`config.mk`:
```
export PLATFORM = sky130hd
export DESIGN_NAME = pc_fetch
export DESIGN_NICKNAME = d
export VERILOG_FILES = /design/src/rtl/pc_fetch.sv
export SDC_FILE = /design/constraint.sdc
export NUM_CORES = 1
export LEC_CHECK = 0
export BUFFER_PORTS_ARGS = -buffer_cell sky130_fd_sc_hd__buf_2
export CAP_MARGIN = 20
export CORE_ASPECT_RATIO = 1.4
export CORE_UTILIZATION = 40
export DETAILED_ROUTE_END_ITERATION = 8
export GPL_ROUTABILITY_DRIVEN = 0
export PLACE_DENSITY = 0.63
export SYNTH_ARGS = -nofsm -noshare
export SYNTH_HDL_FRONTEND = slang
export SYNTH_SLANG_ARGS = --single-unit
```
`constraint.sdc`:
```
create_clock -name Clk -period 9.8 [get_ports Clk]
set_clock_uncertainty 0.05 [all_clocks]
set_input_delay 0.49 -clock Clk [delete_from_list [all_inputs] [get_ports Clk]]
set_output_delay 0.49 -clock Clk [all_outputs]
set_load 0.02 [all_outputs]
```
`src/rtl/pc_fetch.sv`:
```
// pc_fetch: PC register and req/ack instruction fetch with next-PC select.
// Optional PC_FETCH_ALIGN_TRAP_EN traps misaligned targets into FAULT.
module pc_fetch #(
  parameter logic [31:0] RESET_PC = 32'h0000_0000
) (
  input  logic        Clk,
  input  logic        Reset,
  output logic [31:0] Imem_addr,
  output logic        Imem_req,
  input  logic        Imem_ack,
  input  logic [31:0] Imem_data,
  output logic [31:0] Inst,
  output logic        Inst_valid,
  output logic [15:0] Imm16,
  input  logic [31:0] Ext_imm,
  input  logic [1:0]  Pcsrc,
  input  logic [31:0] Rs_data,
  input  logic        Advance,
  output logic [31:0] Pc,
  output logic [31:0] Inst_count,
  output logic        Misalign
);
`ifdef PC_FETCH_ALIGN_TRAP_EN
  typedef enum logic [1:0] {IDLE, FETCH, HOLD, FAULT} state_t;
  logic mis_q, mis_d;
`else
  typedef enum logic [1:0] {IDLE, FETCH, HOLD} state_t;
`endif
  state_t state_q, state_d;
  logic [31:0] pc_q, pc_d, inst_q, inst_d, cnt_q, cnt_d, pc4, npc_raw, npc;
  always_comb begin
    pc4 = pc_q + 32'd4;
    npc_raw = Pcsrc == 2'b00 ? pc4 :
              Pcsrc == 2'b01 ? pc4 + (Ext_imm << 2) :
              Pcsrc == 2'b10 ? {pc4[31:28], inst_q[25:0], 2'b00} : Rs_data;
`ifdef PC_FETCH_ALIGN_TRAP_EN
    npc = npc_raw;
    mis_d = mis_q;
`else
    npc = {npc_raw[31:2], 2'b00};
`endif
    state_d = state_q;
    pc_d = pc_q;
    inst_d = inst_q;
    cnt_d = cnt_q;
    case (state_q)
      IDLE: state_d = FETCH;
      FETCH: if (Imem_ack) begin
        inst_d = Imem_data;
        state_d = HOLD;
      end
      HOLD: if (Advance) begin
        pc_d = npc;
        cnt_d = cnt_q + 32'd1;
        state_d = FETCH;
`ifdef PC_FETCH_ALIGN_TRAP_EN
        if (npc[1:0] != 2'b00) begin
          mis_d = 1'b1;
          state_d = FAULT;
        end
`endif
      end
      default: state_d = state_q;
    endcase
  end
  always_ff @(posedge Clk) begin
    if (Reset) begin
      state_q <= IDLE;
      pc_q <= RESET_PC;
      inst_q <= '0;
      cnt_q <= '0;
`ifdef PC_FETCH_ALIGN_TRAP_EN
      mis_q <= 1'b0;
`endif
    end else begin
      state_q <= state_d;
      pc_q <= pc_d;
      inst_q <= inst_d;
      cnt_q <= cnt_d;
`ifdef PC_FETCH_ALIGN_TRAP_EN
      mis_q <= mis_d;
`endif
    end
  end
  assign Pc = pc_q;
  assign Imem_addr = pc_q;
  assign Imem_req = state_q == FETCH;
  assign Inst_valid = state_q == HOLD;
  assign Inst = inst_q;
  assign Imm16 = inst_q[15:0];
  assign Inst_count = cnt_q;
`ifdef PC_FETCH_ALIGN_TRAP_EN
  assign Misalign = mis_q;
`else
  assign Misalign = 1'b0;
`endif
endmodule

```
==> impl_metrics.yaml <==
floorplan:
  io_pins: 249
  start_util_pct: 41.00
  die_h_um: 160.4
  die_w_um: 115.1
  fp-row-count: 57
  dieArea_um2: 18460
  core_area_um2: 17470
sta:
  fmax_mhz: 219.2
  worst_pin_slew_ns: 0.9029
  slew_violations: 0
  finalSetupViolations: 0
  setup_tns_ns: 0
  rsz0062_at_grt: "false"
  fin_crit_sh_pct: 46.55
  relSlewSlack_pct: 39.81
  hold_viol: 0
  period_needed_ns: 4.562
route:
  ant_nets: 0
  wl_per_cell_um: 17.54
  vias_per_cell: 5.390
  drt_iter0_markers: 358
  finalWirelength_mm: 23.37
  drcViolationCount: 0
  drtPass1Iterations: 4
  vias: 7180
synthesis:
  synthCells: 923
  synth_top_area_share_pct: 26.83
  ys_types: 63
  synth_flop_cell: "dfxtp_1"
  seq_area_frac_synth_pct: 26.83
  yosys.area.top_type: "dfxtp_1"
  synthMuxAreaShare_pct: 6.444
  netlist_top_cells_area: "dfxtp_1 (27%), nand2_1 (7.9%), a21oi_1 (7.0%)"
  synth-adder-area-share_pct: 6.916
  syn_avg_cell_area_um2: 7.762
  yosys_warnings: 0
  synth_xor_area_share_pct: 8.924
  async_flop_share_pct: 0
  synthSimpleGateAreaFrac_pct: 23.58
  synth_seq_cells: 96
  synth_commonest_cells: "nand2_1 (150), a21oi_1 (100), dfxtp_1 (96)"
  synth-edff-count: 0
  yosysMostFrequentCell: "nand2_1"
  netlist_area_um2: 7164
  synth_top_family_by_area: "simple AND/OR/NAND/NOR gates"
  synth-compound-area-share_pct: 18.60
setup_path:
  path_max_fanout: 9
  required_ns: 9.99
  worstPathArrival_ns: 4.76
  critPathCaptureType: "flop"
  crit_type: "flop to flop"
  critPathMaxStageDelay_ns: 0.57
  cp_top_family: "compound AO/OA/AOI/OAI gates"
  cp_num_buf_inv: 0
  cp-start-kind: "flop"
  cp_cell_sequence: "and4_1 > and3_1 > nand4_1 > nor2_1 > xor2_1 > ha_1 > a21oi_1 > o21ai_0 > a221oi_1 > nor3b_1 > a21oi_1 > a221oi_1 > xor2_1 > a22oi_1"
  crit_slowest_cell: "a221oi_1"
clock_tree:
  cts_buffers: 9
  clockBufferDepth: 2
  cts_setup_buffers: 0
  cts_resized: 0
  htree_levels: 3
  cts.sinks: 96
  clkLatencyLatePin_ns: 0.37
  cts_tree: "built"
  clock_tree.root_cell: "clkbuf_16"
  path_clk_slew_ns: 0.08
  ctsHoldBuffers: 0
power_and_ir_drop:
  swShare_pct: 31.45
  p_seq_share_pct: 41.7
  pwr-share-comb_pct: 18.5
  p_total_w: 0.0009898
  switchingPower_w: 0.0003113
  p_per_area_nw_per_um2: 116.3
  leakagePower_nw: 4.027
  power.internal_w: 0.0006784
  peakVddDrop_uv: 115.6
  p_clk_share_pct: 39.7
place:
  portBuffers: 239
  dpl.hpwl_mm: 17.70
grt:
  grt_pass1_vias: 6981
  grt_max_degree: 64
  antenna_found_initial: 0
  grt-ovfl-total: 0
  track_usage_pct: 25.93
  grt_first_pass_wirelength_mm: 36.58
layout:
  fillers: 1828
  finalNetCount: 1232
  n_antenna_cell: 0
  syn_to_final_growth_pct: 18.77
  drive_gt1_share_pct: 26.64
  multiInputGateArea_um2: 4642
  seq_area_um2: 1922
hold_path:
  holdCritPathClass: "primary input to flop"
status:
  status: "finished clean"
run:
  cap_violations: 0
cells in the final DEF (no fill, tap or decap), types with 30 or more instances in the layout:
cell type,Yosys,layout
a21oi_1,100,100
buf_2,4,239
xor2_1,31,31
xnor2_1,42,42
nand3_1,38,38
nor2_1,61,59
dfxtp_1,96,96
o21ai_0,30,30
ha_1,38,38
nand2_1,150,150
power by group through the flow:
stage	Sequential [W]	Clock, W	Combinational, W
after floorplan	0.000429	0	0.000117
after global placement	0.000422	0	0.000182
after detailed placement	0.000422	0	0.000183
after CTS	0.000413	0.000402	0.000184
after global routing	0.000415	0.000416	0.000201
final	0.000413	0.000393	0.000183
tightest hold or removal path, cell delays in order:
cell	delay, ns
buf_2	0.09
nand2_1	0.04
a21oi_1	0.05
state kept, by name, summed over array words and instances (netlist names):
signal and count:
Imem_addr 30, Inst 32, Inst_count 32, state_q 2
path summary, 6_finish.rpt:
check        depth (start not counted)  slack [ns]             to     startpoint
min                                  3        0.30       Inst[24]  Imem_data[24]
max                                 14        5.24  Imem_addr[30]   Imem_addr[4]
min reg2reg                          2        0.41       Inst[26]       Inst[26]
max reg2reg                         14        5.24  Imem_addr[30]   Imem_addr[4]
through the flow:
step | std cells | worst slack (ns) | util [%] | instance area [um2] | hold slack (ns)
after detailed placement | 1316 | 5.321 | 46.85 | 8187 | 0.3984
after global placement | 1316 | 5.372 | 46.85 | 8187 | 0.3901
after global routing | 1332 | 4.816 | 48.70 | 8509 | 0.2923
after CTS | 1332 | 5.307 | 48.70 | 8509 | 0.2879
final | 1332 | 5.238 | 48.70 | 8509 | 0.2999
after floorplan | 927 | 6.052 | - | 7179 | 0.4425
final cells by class:
class	count	area share (%)
Timing Repair Buffer	247	14.76
Multi-Input combinational cell	718	54.55
Sequential cell	96	22.58
Clock inverter	7	1.147
Tap cell	236	3.470
Inverter	19	0.8381
Clock buffer	9	2.647
layer usage:
layer	share of wire, %	vias to the layer above	GRT usage (%)
met4	4.2	0	13.11
met5	0	-	0
li1	-	3562	-
met3	5.4	58	3.774
met2	49	269	45.51
met1	41	3291	30.24
cells by family (layout without fill, tap and decap cells):
kind of cell | Yosys count | count (layout)
compound gates | 216 | 216
xor+xnor | 73 | 73
fa+ha+maj | 39 | 39
buf+inv | 113 | 282
flops | 96 | 96
mux | 33 | 33
other cells | 1 | 5
simple gates | 352 | 352
Note: power is estimated with default switching activity, not from simulation.
